`src/rtl/program_loader_if.sv`:
```
// Byte-stream and instruction-memory write bundle used by program_loader.
// The loader connects to the slave modport; the byte source and memory model connect to master.
interface program_loader_if #(
  parameter int ADDR_W = 10
);
  logic [7:0]        rx_data;
  logic              rx_valid;
  logic              rx_ready;
  logic              mem_we;
  logic [ADDR_W-1:0] mem_addr;
  logic [31:0]       mem_din;

  modport slave (
    input  rx_data, rx_valid,
    output rx_ready, mem_we, mem_addr, mem_din
  );

  modport master (
    output rx_data, rx_valid,
    input  rx_ready, mem_we, mem_addr, mem_din
  );
endinterface

```
`src/rtl/program_loader.sv`:
```
// Serial program loader: packs a counted byte frame into 32-bit words, writes instruction memory
// and holds the CPU in reset until the load completes. Optional trailing XOR checksum: LOADER_CHECKSUM_EN.
module program_loader #(
  parameter int ADDR_W = 10,
  parameter int DEPTH  = 1024
) (
  input  logic              clk,
  input  logic              reset,
  program_loader_if.slave   bus,
  input  logic              reload,
  output logic              cpu_reset,
  output logic              done,
  output logic              error,
  output logic [ADDR_W:0]   words_loaded,
  output logic [2:0]        state_dbg
);

  typedef enum logic [2:0] {
    CNT_HI = 3'd0,
    CNT_LO = 3'd1,
    DATA   = 3'd2,
    CHK    = 3'd3,
    FLUSH  = 3'd4,
    DONE   = 3'd5,
    ERR    = 3'd6
  } state_t;

  localparam logic [15:0] DEPTH16 = 16'(DEPTH);

  state_t            state, nxt;
  logic [7:0]        count_hi;
  logic [15:0]       cnt_full;
  logic [ADDR_W-1:0] last_idx;
  logic [ADDR_W-1:0] widx;
  logic [1:0]        byte_idx;
  logic [23:0]       word;
  logic              mem_we_r;
  logic [ADDR_W-1:0] mem_addr_r;
  logic [31:0]       mem_din_r;
  logic              rx_ready_c;
  logic              acc;
`ifdef LOADER_CHECKSUM_EN
  logic [7:0]        csum;
`endif

  // Handshake: a byte transfers on a rising edge where rx_valid and rx_ready are both high;
  // rx_ready depends only on state and reset, never on rx_valid.
  assign acc          = bus.rx_valid & rx_ready_c;
  assign cnt_full     = {count_hi, bus.rx_data};
  assign bus.rx_ready = rx_ready_c;
  assign bus.mem_we   = mem_we_r;
  assign bus.mem_addr = mem_addr_r;
  assign bus.mem_din  = mem_din_r;
  assign state_dbg    = state;

  always_ff @(posedge clk) begin
    if (reset) state <= CNT_HI;
    else       state <= nxt;
  end

  always_comb begin
    nxt = state;
    case (state)
      CNT_HI: if (acc) nxt = CNT_LO;
      CNT_LO: if (acc) nxt = (cnt_full == 16'd0 || cnt_full > DEPTH16) ? ERR : DATA;
      DATA: begin
        if (acc && byte_idx == 2'd3 && widx == last_idx) begin
`ifdef LOADER_CHECKSUM_EN
          nxt = CHK;
`else
          nxt = FLUSH;
`endif
        end
      end
`ifdef LOADER_CHECKSUM_EN
      // csum already includes the final payload byte by the time CHK samples a byte.
      CHK: if (acc) nxt = (bus.rx_data == csum) ? DONE : ERR;
`endif
      // Holds one cycle so done rises only after the final write is visible.
      FLUSH: nxt = DONE;
      DONE, ERR: if (reload) nxt = CNT_HI;
      default: nxt = CNT_HI;
    endcase
  end

  always_comb begin
    rx_ready_c = 1'b0;
    done       = 1'b0;
    error      = 1'b0;
    cpu_reset  = 1'b1;
    case (state)
      CNT_HI, CNT_LO, DATA, CHK: rx_ready_c = !reset;
      DONE: begin
        done      = 1'b1;
        cpu_reset = 1'b0;
      end
      ERR: error = 1'b1;
      default: ;
    endcase
  end

  always_ff @(posedge clk) begin
    if (reset) begin
      count_hi     <= '0;
      last_idx     <= '0;
      widx         <= '0;
      byte_idx     <= '0;
      word         <= '0;
      mem_we_r     <= 1'b0;
      mem_addr_r   <= '0;
      mem_din_r    <= '0;
      words_loaded <= '0;
`ifdef LOADER_CHECKSUM_EN
      csum         <= '0;
`endif
    end else begin
      mem_we_r <= 1'b0;
      if (acc) begin
        case (state)
          CNT_HI: count_hi <= bus.rx_data;
          CNT_LO: begin
            last_idx <= ADDR_W'(cnt_full - 16'd1);
            widx     <= '0;
            byte_idx <= '0;
`ifdef LOADER_CHECKSUM_EN
            csum     <= '0;
`endif
          end
          DATA: begin
            word     <= {word[15:0], bus.rx_data};
            byte_idx <= byte_idx + 2'd1;
`ifdef LOADER_CHECKSUM_EN
            csum     <= csum ^ bus.rx_data;
`endif
            if (byte_idx == 2'd3) begin
              mem_we_r     <= 1'b1;
              mem_addr_r   <= widx;
              mem_din_r    <= {word, bus.rx_data};
              widx         <= widx + ADDR_W'(1);
              words_loaded <= words_loaded + (ADDR_W+1)'(1);
            end
          end
          default: ;
        endcase
      end
      if ((state == DONE || state == ERR) && reload) words_loaded <= '0;
    end
  end

endmodule

```
`src/flat_wrapper.sv`:
```
// flat-port wrapper written by rule: the top's interface ports become plain ports
module program_loader_flat 
#(
  parameter int ADDR_W = 10,
  parameter int DEPTH  = 1024
)
  (clk, reset, reload, cpu_reset, done, error, words_loaded, state_dbg, bus_rx_data, bus_rx_valid, bus_rx_ready, bus_mem_we, bus_mem_addr, bus_mem_din);
  program_loader_if #(.ADDR_W(ADDR_W)) bus_i ();
  input  logic clk;
  input  logic reset;
  input  logic reload;
  output logic cpu_reset;
  output logic done;
  output logic error;
  output logic [ADDR_W:0] words_loaded;
  output logic [2:0] state_dbg;
  input wire logic [$bits(bus_i.rx_data)-1:0] bus_rx_data;
  input wire logic [$bits(bus_i.rx_valid)-1:0] bus_rx_valid;
  output wire logic [$bits(bus_i.rx_ready)-1:0] bus_rx_ready;
  output wire logic [$bits(bus_i.mem_we)-1:0] bus_mem_we;
  output wire logic [$bits(bus_i.mem_addr)-1:0] bus_mem_addr;
  output wire logic [$bits(bus_i.mem_din)-1:0] bus_mem_din;
  assign bus_i.rx_data = bus_rx_data;
  assign bus_i.rx_valid = bus_rx_valid;
  assign bus_rx_ready = bus_i.rx_ready;
  assign bus_mem_we = bus_i.mem_we;
  assign bus_mem_addr = bus_i.mem_addr;
  assign bus_mem_din = bus_i.mem_din;
  program_loader #(.ADDR_W(ADDR_W), .DEPTH(DEPTH)) u_core (.clk(clk), .reset(reset), .bus(bus_i), .reload(reload), .cpu_reset(cpu_reset), .done(done), .error(error), .words_loaded(words_loaded), .state_dbg(state_dbg));
endmodule
```
`config.mk`:
```
export PLATFORM = sky130hd
export DESIGN_NAME = program_loader_flat
export DESIGN_NICKNAME = d
export VERILOG_FILES = /design/src/rtl/program_loader_if.sv /design/src/rtl/program_loader.sv /design/src/flat_wrapper.sv
export SDC_FILE = /design/constraint.sdc
export NUM_CORES = 1
export LEC_CHECK = 0
export BUFFER_PORTS_ARGS = -buffer_cell sky130_fd_sc_hd__buf_4
export CORE_ASPECT_RATIO = 2
export CORE_MARGIN = 2
export CORE_UTILIZATION = 40
export CTS_BUF_LIST = sky130_fd_sc_hd__clkbuf_8
export DETAILED_ROUTE_END_ITERATION = 10
export PLACE_DENSITY = 0.71
export SETUP_SLACK_MARGIN = 0.2
export SLEW_MARGIN = 15
export SYNTH_ARGS = -nofsm -noshare
export SYNTH_HDL_FRONTEND = slang
export SYNTH_SLANG_ARGS = --single-unit
export TNS_END_PERCENT = 20
```
`constraint.sdc`:
```
create_clock -name clk -period 1.8 [get_ports clk]
set_input_delay 0.27 -clock clk [delete_from_list [all_inputs] [get_ports clk]]
set_output_delay 0.27 -clock clk [all_outputs]
set_load 0.01 [all_outputs]
```
==> results.py <==
metrics = {
    "cts": {
        "clockRootBuffer": "clkbuf_8",
        "cts_tree": "built",
        "clock_latency_ns": 0.38,
        "cts.sinks": 111,
        "clk_pin_slew_ns": 0.10,
        "clock_path_buffers": 2,
        "numCtsBuffers": 9,
        "ctsHoldBuffers": 0,
        "htreeDepth": 3,
    },
    "power_and_ir_drop": {
        "p_leak_nw": 2.193,
        "p_int_w": 0.003286,
        "p_sw_w": 0.001025,
        "p_sw_share_pct": 23.78,
        "comb_power_share_pct": 6.4,
        "p_per_area_nw_per_um2": 753.0,
        "total_power_w": 0.004312,
        "ir_drop_v": 0.0005208,
        "seqPwrFrac_pct": 57.8,
        "power_frac_clock_pct": 35.8,
    },
    "die": {
        "coreArea_um2": 11150,
        "die_h_um": 154.5,
        "die_w_um": 79.27,
        "row_count": 55,
        "start_util_pct": 40.65,
        "num_io_pins": 73,
        "dieArea_um2": 12250,
    },
    "worst_setup_path": {
        "crit_path_end_kind": "flip-flop",
        "crit_fanout": 4,
        "ff2ff_path_depth": 7,
        "max_stage_delay_ns": 0.36,
        "cp_num_buf_inv": 1,
        "start_kind": "flip-flop",
        "reg2reg_slack_ns": 0.15,
        "worstPathCellList": "ha_4 -> and4bb_4 -> nand4_1 -> buf_4 -> nor3_4 -> xnor2_1 -> nor2_1",
        "critPathKind": "flip-flop to flip-flop",
        "worst_r2r_endpoint": "u_core.words_loaded[10]",
        "cp_top_family": "simple AND/OR/NAND/NOR gates",
        "arrival_ns": 1.94,
        "slowest_stage": "dfxtp_2",
        "r2r-start": "u_core.byte_idx[0]",
        "crit_required_ns": 2.08,
    },
    "flow_run": {
        "drv_cap": 0,
    },
    "timing": {
        "clock_skew_ns": 0.005557,
        "rsz0062_at_grt": "yes",
        "tightestPinTransition_ns": 0.6057,
        "maxSlewViolCount": 0,
        "fmax_mhz": 604.7,
        "setup_tns_ns": 0,
        "setup_violations": 0,
        "final.min_clock_period_ns": 1.654,
        "relSlewSlack_pct": 59.62,
        "finalCritPeriodShare_pct": 91.88,
        "hold_viol": 0,
        "fin_hold_ws_ns": 0.1735,
    },
    "logic_synthesis": {
        "synth_edf_count": 0,
        "yosys_warnings": 0,
        "avgSynthCellArea_um2": 8.180,
        "ys_async_sr_fraction_pct": 0,
        "synth_ff_type": "dfxtp_1",
        "yosysUniqueCellTypes": 49,
        "synth_largest_area_cell": "dfxtp_1",
        "syn_area_um2": 4532,
        "yosysSeqAreaShare_pct": 49.03,
        "syn-instance-count": 554,
        "yosys_register_bits": 111,
        "syn-num-nets": 570,
        "synth_top_area_share_pct": 49.03,
        "netlist_top_cells_area": "dfxtp_1 (49%), nand2_1 (13%), a21oi_1 (8.8%), nor2_1 (3.7%), xor2_1 (3.5%)",
    },
    "layout": {
        "finalInstanceArea_um2": 5725,
        "final_common_cell": "nand2_1",
        "final_layout_size_suffix_gt1_share_pct": 23.48,
        "layout_common_cells": "nand2_1 (154), dfxtp_1 (106), buf_4 (102)",
        "utilization_pct": 51.36,
        "nets": 655,
        "diodes": 0,
        "area_delta_synth_final_pct": 26.34,
    },
    "min_path": {
        "min_path_cells": 3,
        "hold_path_end": "u_core.word[1]",
        "hp-start": "bus_rx_data[1]",
        "hold_class": "primary input to flip-flop",
    },
    "grt": {
        "gr-usage-all-layers_pct": 17.96,
        "grt_max_degree": 59,
        "antenna_found_initial": 0,
        "grt_pass1_wl_um": 17660,
        "grt_overflow": 0,
        "grt_pass1_vias": 3630,
    },
    "routing": {
        "vias": 4003,
        "antenna_left": 0,
        "highest_layer": "met4",
        "viasPerCell": 5.099,
        "wirelength_met1_um": 4778,
        "drt-total-wl_um": 10990,
        "wl_met3_um": 452,
        "wl_per_cell_um": 14.01,
        "firstDrtPassIters": 5,
        "drc": 0,
        "drt_iter0_drc": 185,
        "route.met2.wl_um": 5503,
    },
    "placement": {
        "place_area_um2": 5341,
        "gp_congestion": 0.8289,
        "dp_hpwl_um": 7576,
        "io_buffers": 72,
    },
    "outcome": {
        "outcome": "complete, no violations",
    },
}
## through the flow
step           instances  setup WS, ns
6_report             785        0.1462
5_1_grt              785       0.09278
4_1_cts              779        0.1679
3_5_place_dp         761       0.03161
3_3_place_gp         761       0.05514
2_1_floorplan        554        0.2087
## power groups by stage
stage                     logic [W]  clock network, W  registers [W]
after floorplan            0.000158                 0        0.00255
after global placement     0.000247                 0        0.00255
after detailed placement   0.000250                 0        0.00255
after CTS                  0.000258           0.00159        0.00249
after global routing       0.000305           0.00168        0.00249
final                      0.000278           0.00154        0.00249
## worst max path at each step
stage / endpoint / slack, ns / start / depth (start not counted)
6_report: u_core.words_loaded[10] / 0.15 / u_core.byte_idx[0] / 7
5_1_grt: u_core.words_loaded[10] / 0.09 / u_core.byte_idx[0] / 7
4_1_cts: u_core.words_loaded[8] / 0.17 / u_core.byte_idx[0] / 5
3_5_place_dp: u_core.count_hi[0] / 0.03 / reset / 5
3_3_place_gp: u_core.count_hi[7] / 0.06 / reset / 5
2_1_floorplan: u_core.words_loaded[7] / 0.21 / u_core.byte_idx[0] / 8
## state kept, by name, indices dropped and copies added, names as in the netlist
register / flops
u_core.widx: 10
u_core.byte_idx: 2
u_core.words_loaded: 11
u_core.last_idx: 10
u_core.state_dbg: 3
u_core.bus.mem_addr: 10
u_core.bus.mem_we: 1
u_core.count_hi: 8
u_core.word: 24
u_core.bus.mem_din: 32
## final cells by class
cell class	instances	area (um2)
fillers	1084	5423
flip-flops and latches	111	2231
multi-input cells	404	2228
repair buffers	108	863.3
well taps	142	177.7
clock buffers	10	137.6
clock inverters	5	66.31
inverters	5	21.27
## synthesized netlist by cell type (all sizes together) (4+ instances only)
master and instances:
nand2b 4, nand3 8, o21ai 6, a21oi 80, nor2 46, inv 5
nand4 8, xor2 18, nor4 4, xnor2 16, mux2i 7, clkbuf 22
ha 4, or3 5, nand2 155, dfxtp 111, buf 13, a211oi 11
## metal layers
layer / vias to the layer above / global-route usage, %
met5: - / 0
met4: 0 / 6.650
met3: 16 / 4.026
met2: 101 / 29.66
met1: 1879 / 22.67
li1: 2007 / -
## cell families (layout without fill, tap and decap cells)
kind of cell               Yosys count  in the layout  synth area share, %
xor gates and xnor gates            34             34                6.571
DFF                                111            111                49.03
and+or+nand+nor                    254            255                24.93
adders and majority gates            4              4                1.104
buffers and inverters               40            128                3.865
AOI/OAI and AO/OA                  104            104                12.95
muxes                                7              7                1.546
## worst min-delay path: cells and delay by family
kind | cells | cell delay [ns]
buffers and inverters | 1 | 0.14
and+or+nand+nor | 1 | 0.05
AOI/OAI and AO/OA | 1 | 0.05
## repair_timing
action                     CTS  global route
cloned                       0             1
pin swaps                    7            11
setup endpoints to repair   25            65
hold endpoints to repair     0             0
gates resized for setup     16            16
setup buffers                3             5
Power figures use the tool's default switching activity.
